File: src/rtl/timer_dev.sv
// Programmable countdown timer peripheral with one-shot / auto-reload modes and a single irq line.
// Latency: COUNT=PRESET two edges after EN is written; irq rises PRESET+2 edges after EN write (PRESET>=1).
// No backpressure: register writes take effect at the clock edge, reads are combinational from addr.
//
// Ports:
//   clk    - system clock, all state changes on rising edge
//   reset  - asynchronous active-high reset, clears all state
//   addr   - word select: 0=CTRL 1=PRESET 2=COUNT 3=reserved (reads 0)
//   we     - write strobe, already qualified by the bus bridge decode
//   be     - byte enables; only a full-word write (4'b1111) is accepted
//   wdata  - write data
//   rdata  - read data, combinational from addr (0 while reset is high)
//   irq    - interrupt request = pending & CTRL.IM
module timer_dev (
  input  logic        clk,
  input  logic        reset,
  input  logic [1:0]  addr,
  input  logic        we,
  input  logic [3:0]  be,
  input  logic [31:0] wdata,
  output logic [31:0] rdata,
  output logic        irq
);

  typedef enum logic [1:0] {
    S_IDLE = 2'd0,
    S_LOAD = 2'd1,
    S_CNT  = 2'd2,
    S_INT  = 2'd3
  } state_t;

  localparam logic [1:0] A_CTRL   = 2'd0;
  localparam logic [1:0] A_PRESET = 2'd1;
  localparam logic [1:0] A_COUNT  = 2'd2;

  state_t      r_state;
  state_t      w_state_nxt;
  logic        r_en;
  logic [1:0]  r_mode;
  logic        r_im;
  logic [31:0] r_preset;
  logic [31:0] r_count;
  logic        r_pend;

  logic        w_wr;
  logic        w_wr_ctrl;
  logic        w_wr_preset;
  logic        w_reload;
  logic        w_hw_en_clr;
  logic        w_pend_nxt;
  logic [31:0] w_count_nxt;

  assign w_wr        = we & (be == 4'hF);
  assign w_wr_ctrl   = w_wr & (addr == A_CTRL);
  assign w_wr_preset = w_wr & (addr == A_PRESET);
  // Only MODE=01 reloads; 10 and 11 behave as one-shot.
  assign w_reload    = (r_mode == 2'b01);

  // Next-state / datapath decisions.
  always_comb begin
    w_state_nxt = r_state;
    w_count_nxt = r_count;
    w_pend_nxt  = r_pend;
    w_hw_en_clr = 1'b0;
    case (r_state)
      S_IDLE: begin
        if (r_en) w_state_nxt = S_LOAD;
      end
      S_LOAD: begin
        w_count_nxt = r_preset;
        w_state_nxt = S_CNT;
      end
      S_CNT: begin
        if (!r_en) begin
          w_state_nxt = S_IDLE;
        end else if (r_count > 32'd1) begin
          w_count_nxt = r_count - 32'd1;
        end else begin
          // Covers COUNT==0 as well, so a zero preset never wraps.
          w_count_nxt = 32'd0;
          w_pend_nxt  = 1'b1;
          w_state_nxt = S_INT;
        end
      end
      S_INT: begin
        if (w_reload) begin
          w_pend_nxt  = 1'b0;
          w_state_nxt = S_LOAD;
        end else begin
          w_hw_en_clr = 1'b1;
          w_state_nxt = S_IDLE;
        end
      end
      default: w_state_nxt = S_IDLE;
    endcase
    // Software acknowledge beats any same-edge hardware set.
    if (w_wr_ctrl || w_wr_preset) w_pend_nxt = 1'b0;
  end

  always_ff @(posedge clk or posedge reset) begin
    if (reset) begin
      r_state  <= S_IDLE;
      r_count  <= 32'd0;
      r_pend   <= 1'b0;
      r_en     <= 1'b0;
      r_mode   <= 2'b00;
      r_im     <= 1'b0;
      r_preset <= 32'd0;
    end else begin
      r_state <= w_state_nxt;
      r_count <= w_count_nxt;
      r_pend  <= w_pend_nxt;
      // A software CTRL write overrides the one-shot hardware EN clear.
      if (w_wr_ctrl) begin
        r_en   <= wdata[0];
        r_mode <= wdata[2:1];
        r_im   <= wdata[3];
      end else if (w_hw_en_clr) begin
        r_en <= 1'b0;
      end
      if (w_wr_preset) r_preset <= wdata;
    end
  end

  always_comb begin
    rdata = 32'd0;
    if (!reset) begin
      case (addr)
        A_CTRL:   rdata = {28'd0, r_im, r_mode, r_en};
        A_PRESET: rdata = r_preset;
        A_COUNT:  rdata = r_count;
        default:  rdata = 32'd0;
      endcase
    end
  end

  assign irq = r_pend & r_im & ~reset;

endmodule

File: config.mk
export PLATFORM = sky130hd
export DESIGN_NAME = timer_dev
export DESIGN_NICKNAME = d
export VERILOG_FILES = /design/src/rtl/timer_dev.sv
export SDC_FILE = /design/constraint.sdc
export NUM_CORES = 1
export LEC_CHECK = 0
export ABC_AREA = 1
export CORE_MARGIN = 3
export CORE_UTILIZATION = 58
export CTS_CLUSTER_DIAMETER = 60
export DETAILED_ROUTE_END_ITERATION = 7
export PLACE_DENSITY = 0.85
export SYNTH_ARGS = -nofsm -noshare
export SYNTH_HDL_FRONTEND = slang
export SYNTH_SLANG_ARGS = --single-unit
File: constraint.sdc
create_clock -name clk -period 5 [get_ports clk]
set_input_delay 1 -clock clk [delete_from_list [all_inputs] [get_ports clk]]
set_output_delay 1 -clock clk [all_outputs]
set_load 0.01 [all_outputs]
==> metrics.csv, run 1 <==
stage,metric,value,unit
finish,post-route cell area,0.00553,mm²
sta,# setup viols final,0,
floorplan,Core Footprint,0.00741,mm²
logic_synthesis,Unique masters post-synth,34,
sta,fmax,248,MHz
sta,hold slack final,0.498,ns
power_and_ir_drop,Design Power,2.58,mW
worst_setup_path,WS Path Type,input pin to primary output,
logic_synthesis,adder-cell share of the synthesized area,0.00555,
drt,number of nets with antenna violations after routing,0,
sta,setup TNS,0,ns
place,GPL Wtd Cong,0.891,
logic_synthesis,XOR/XNOR Fraction of Synth Area,0.0155,
drt,drt drc,0,
floorplan,Initial Utilization,0.609,
worst_setup_path,crit path DAT,3.03,ns
worst_setup_path,crit path capture type,primary output,
clock_network,CTS sink cnt,71,
worst_setup_path,reg2reg end,r_count[0],
place,# port buffers,73,
logic_synthesis,largest family of logic cells by synthesized area,simple AND/OR/NAND/NOR gates,
run,MaxCap Viol Count,0,
logic_synthesis,register area share after synthesis,0.394,
finish,filler cell count,602,
drt,DR vias,4535,
place,hpwl dp,8.13,mm
logic_synthesis,number of synthesized flops with an enable pin,0,
finish,fin nets,777,
logic_synthesis,post-synthesis compound-gate area fraction,0.138,
logic_synthesis,predominant post-synthesis flop cell,dfrtp_1,
finish,flip-flop and latch area,0.00178,mm²
logic_synthesis,Ys Warns,0,
clock_network,clock buffer depth,2,
drt,Routed WL per cell,14.2,µm
drt,routed wire length,11.9,mm
clock_network,clock root buffer,clkbuf_8,
logic_synthesis,"area leader, netlist",dfrtp_1,
hold_path,hold path cells,1,
clock_network,H-tree depth,3,
sta,Final period util,0.806,
place,Placed Cells,822,
grt,Total GRT Usage,0.285,
logic_synthesis,asr flop ratio synth,1.00,
logic_synthesis,Synth top cells by count,"nand2_1, nor2_1, dfrtp_1, o21ai_0, inv_1",
place,Post-DP Area,0.00529,mm²
worst_setup_path,Critical Path RT,4.00,ns
clock_network,CTS tree,done,
sta,Worst Skew,0.0101,ns
logic_synthesis,Mapped Cells,669,
clock_network,PostCTS Resize Cnt,0,
sta,final slew viol count,0,
drt,via/cell ratio,5.41,
power_and_ir_drop,P_leak,2.53,nW
worst_setup_path,CP Launch Type,input pin,
worst_setup_path,R2R setup slack,2.11,ns
finish,Antenna diodes,0,
status,status,completed,
logic_synthesis,Syn Nets,712,
grt,largest net degree at the start of global routing,54,
finish,"Area growth, synth to finish",22.6,%
clock_network,CTS Hold Bufs,0,
clock_network,Worst-Skew Late Latency,0.35,ns
logic_synthesis,Synth top area share,0.394,
sta,Hold Fails Final Rpt,0,
grt,vias in the first global route,4510,
worst_setup_path,beginning of the critical path,addr[0],
logic_synthesis,simple-gate share of the synthesized area,0.378,
clock_network,clock buffer count from CTS,9,
hold_path,hold endpoint,r_pend,
finish,Multi-input gate area,0.00243,mm²
grt,first-pass GRT wire length,20.2,mm
logic_synthesis,Synth area leaders,"dfrtp_1, nand2_1, nor2_1, o21ai_0, a21oi_1",
logic_synthesis,Seq cells post-synth,71,
floorplan,die height,94.2,µm
power_and_ir_drop,Max rail drop VDD,0.000229,V
hold_path,Tightest Hold Check Type,flop to flop,
drt,router iterations before antenna repair,5,
drt,initial drt markers,326,
logic_synthesis,most frequent cell after synthesis,nand2_1,
floorplan,Ports,74,
finish,final std cells w/o fill,838,
floorplan,die area,0.00887,mm²
clock_network,Clock Pin Slew Worst Setup and Hold Paths,0.07,ns
floorplan,die width,94.2,µm
sta,RSZ-0062 raised after global routing,false,
worst_setup_path,FF-to-FF path depth,9,
floorplan,FP Rows,31,
finish,layout cell share with drive strength beyond 1,0.0785,
sta,max_slew headroom,0.348,
worst_setup_path,r2r startpoint,r_state[0],
grt,total gr overflow,0,
grt,initial antenna violation count,0,
logic_synthesis,Synth Cell Area,0.00451,mm²
worst_setup_path,CP max FO,31,
logic_synthesis,post-synthesis mux area share,0,
sta,crit path time final,4.03,ns
power_and_ir_drop,PwrDens,466,mW/mm²
clock_network,setup bufs post-CTS,0,
hold_path,Hold Crit Start,r_pend,
logic_synthesis,"Avg Cell Area, Syn",6.74,µm²
sta,Slew @ Worst Pin,0.977,ns
==> worst max-delay path: stages <==
cell	delay (ns)
clkdlybuf4s50_1	0.52
inv_1	0.08
nor2_2	0.08
buf_4	0.34
inv_1	0.17
o221ai_1	0.18
nand2_1	0.07
inv_1	0.06
clkdlybuf4s50_1	0.52
==> worst max path at each step <==
| stage | endpoint | slack [ns] | depth (start not counted) |
|---|---|---|---|
| finish | rdata[0] | 0.97 | 9 |
| global route | rdata[1] | 0.85 | 9 |
| CTS | rdata[0] | 0.98 | 9 |
| detailed placement | rdata[0] | 0.99 | 9 |
| global placement | rdata[0] | 1.06 | 9 |
| floorplan | rdata[1] | 0.84 | 4 |
==> cells by family after synthesis <==
kind of cell	count (synthesis)
compound gates	111
xor+xnor	8
fa+ha+maj	2
buf+inv	75
flops	71
simple gates	402
==> sequential cells by signal, indices dropped and copies added (netlist names) <==
signal and count:
r_count 32, r_preset 32, r_mode 2, r_state 2
r_en 1, r_im 1, r_pend 1
==> cells in the final DEF, fill, tap and decap left out, types with 7 or more instances in the layout <==
master             n
nand2_1          268
nor2_1            79
clkdlybuf4s50_1   73
dfrtp_1           71
o21ai_0           50
inv_1             48
a21oi_1           40
nand3_1           17
a21oi_2           10
clkbuf_8          10
nor2_4             7
nand3_2            7
==> layer usage <==
metal / global-route usage / wire length [µm] / up-vias
met1: 0.355 / 4980 / 2125
li1: - / - / 2237
met3: 0.0585 / 763 / 12
met5: 0 / 0 / -
met2: 0.495 / 6050 / 161
met4: 0.0866 / 129 / 0
==> stage by stage <==
step	utilization	setup WS (ns)
final	0.746	0.969
after floorplan	-	0.839
after detailed placement	0.714	0.990
after global placement	0.714	1.06
after CTS	0.746	0.976
after global routing	0.746	0.854
==> where the power goes <==
| group | internal (mW) | switching [mW] | leakage [nW] | total [mW] |
|---|---|---|---|---|
| Combinational | 0.387 | 0.665 | 1.52 | 1.05 |
| Sequential | 0.745 | 0.221 | 0.900 | 0.966 |
| Clock | 0.346 | 0.214 | 0.118 | 0.560 |
==> layout make-up <==
class                   instances  area share
clock buffers                  13      0.0269
clock inverters                 3      0.0163
inverters                      50      0.0339
multi-input cells             523       0.439
flip-flops and latches         71       0.321
well taps                      99      0.0224
repair buffers                 79       0.140
Power figures use the tool's default switching activity.
==> run 2: changes to the inputs <==
--- a/config.mk
+++ b/config.mk
@@ -7,10 +7,10 @@
 export LEC_CHECK = 0
 export ABC_AREA = 1
 export CORE_MARGIN = 3
-export CORE_UTILIZATION = 58
+export CORE_UTILIZATION = 54
 export CTS_CLUSTER_DIAMETER = 60
 export DETAILED_ROUTE_END_ITERATION = 7
-export PLACE_DENSITY = 0.85
+export PLACE_DENSITY = 0.8
 export SYNTH_ARGS = -nofsm -noshare
 export SYNTH_HDL_FRONTEND = slang
 export SYNTH_SLANG_ARGS = --single-unit
==> constraint.sdc (replaced) <==
create_clock -name clk -period 3.9 [get_ports clk]
set_input_delay 0.78 -clock clk [delete_from_list [all_inputs] [get_ports clk]]
set_output_delay 0.78 -clock clk [all_outputs]
set_load 0.01 [all_outputs]
==> metrics.csv, run 2 (synthesis results as in run 1) <==
stage,metric,value,unit
place,hpwl dp,8.26,mm
floorplan,Ports,74,
finish,largest registers,"r_count: 32 flops, r_preset: 32 flops",
worst_setup_path,Critical Path RT,3.12,ns
sta,crit path time final,3.49,ns
clock_network,CTS sink cnt,71,
grt,initial antenna violation count,0,
finish,filler cell count,682,
drt,initial drt markers,279,
drt,routed wire length,12.1,mm
sta,setup TNS,0,ns
finish,"commonest cells after routing, fill and taps aside","nand2_1, nor2_1, clkdlybuf4s50_1",
floorplan,Initial Utilization,0.569,
floorplan,FP Rows,32,
sta,final slew viol count,0,
clock_network,clock root buffer,clkbuf_8,
place,GPL Wtd Cong,0.909,
floorplan,die height,97.4,µm
finish,"most common cell after layout, fill and taps aside",nand2_1,
power_and_ir_drop,Max rail drop VDD,0.000248,V
sta,Worst Skew,0.0149,ns
clock_network,PostCTS Resize Cnt,0,
drt,DR vias,4543,
floorplan,die area,0.00949,mm²
clock_network,clock buffer count from CTS,9,
worst_setup_path,r2r startpoint,r_state[0],
finish,Multi-input gate area,0.00243,mm²
clock_network,CTS tree,done,
power_and_ir_drop,P_leak,2.54,nW
place,Post-DP Area,0.00533,mm²
status,status,completed,
sta,RSZ-0062 raised after global routing,false,
power_and_ir_drop,PwrDens,588,mW/mm²
drt,router iterations before antenna repair,5,
clock_network,clock buffer depth,2,
grt,total gr overflow,0,
worst_setup_path,WS Path Type,input pin to primary output,
clock_network,Worst-Skew Late Latency,0.35,ns
finish,Antenna diodes,0,
sta,max_slew headroom,0.324,
clock_network,CTS Hold Bufs,0,
grt,Total GRT Usage,0.267,
drt,number of nets with antenna violations after routing,0,
worst_setup_path,beginning of the critical path,addr[0],
clock_network,Clock Pin Slew Worst Setup and Hold Paths,0.07,ns
clock_network,H-tree depth,3,
finish,flip-flop and latch area,0.00178,mm²
sta,Slew @ Worst Pin,1.01,ns
hold_path,Tightest Hold Check Type,flop to flop,
finish,"Core Util, Final",0.700,
finish,layout cell share with drive strength beyond 1,0.0811,
sta,fmax,286,MHz
sta,Final period util,0.896,
sta,Hold Fails Final Rpt,0,
sta,# setup viols final,0,
finish,fin nets,778,
clock_network,setup bufs post-CTS,0,
worst_setup_path,crit path DAT,2.71,ns
worst_setup_path,CP Launch Type,input pin,
worst_setup_path,CP max FO,31,
floorplan,die width,97.4,µm
place,# port buffers,73,
drt,drt drc,0,
drt,Routed WL per cell,14.4,µm
worst_setup_path,crit path capture type,primary output,
grt,first-pass GRT wire length,21.1,mm
grt,largest net degree at the start of global routing,50,
floorplan,Core Footprint,0.00793,mm²
finish,"Area growth, synth to finish",23.1,%
run,MaxCap Viol Count,0,
hold_path,Hold Crit Start,r_pend,
drt,via/cell ratio,5.40,
grt,vias in the first global route,4422,
finish,post-route cell area,0.00555,mm²
## run 2: changes by cell type in the layout (fill, tap and decap cells not counted), sizes merged
cell / delta
buf: +1
bufinv: -1
clkinv: +1
## run 2: cell type report
type / count / area share
clock buffers: 13 / 0.0286
clock inverters: 3 / 0.0117
inverters: 50 / 0.0338
multi-input cells: 523 / 0.437
flip-flops and latches: 71 / 0.320
well taps: 102 / 0.0230
repair buffers: 80 / 0.146
## run 2: worst paths after layout
kind / endpoint / slack, ns / cells past startpoint
max: rdata[1] / 0.41 / 9
min: r_pend / 0.49 / 1
max reg2reg: r_count[1] / 1.00 / 9
min reg2reg: r_pend / 0.49 / 1
max in group asynchronous: r_count[18] / 2.10 / 4
min in group asynchronous: r_preset[5] / 0.88 / 3
## run 2: critical path, cell delays in order
cell	delay (ns)
clkdlybuf4s50_1	0.52
inv_1	0.08
nor2_2	0.13
buf_12	0.21
inv_1	0.12
o22ai_1	0.17
o21ai_0	0.11
inv_1	0.07
clkdlybuf4s50_1	0.53
## run 2: power breakdown
part           leakage [nW]  switching (mW)  total, mW  internal, mW
clock                 0.114           0.284      0.679         0.395
combinational          1.53           0.847       1.35         0.499
sequential            0.900           0.284       1.24         0.954
total                  2.54            1.41       3.26          1.85
## run 2: per-stage QoR
stage                     hold WS [ns]  setup WS [ns]  std cells  power [mW]
after floorplan                  0.459          0.179        669        2.21
after global placement           0.480          0.513        826        2.52
after detailed placement         0.480          0.420        826        2.56
after CTS                        0.497          0.403        842        3.26
after global routing             0.515          0.295        842        3.53
final                            0.493          0.407        842        3.26
## run 2: routing by layer
layer / GRT usage / vias to the layer above / wire (µm)
met5: 0 / - / 0
met4: 0.0841 / 0 / 215
met3: 0.0380 / 18 / 691
met2: 0.455 / 154 / 6040
met1: 0.351 / 2133 / 5180
li1: - / 2238 / -
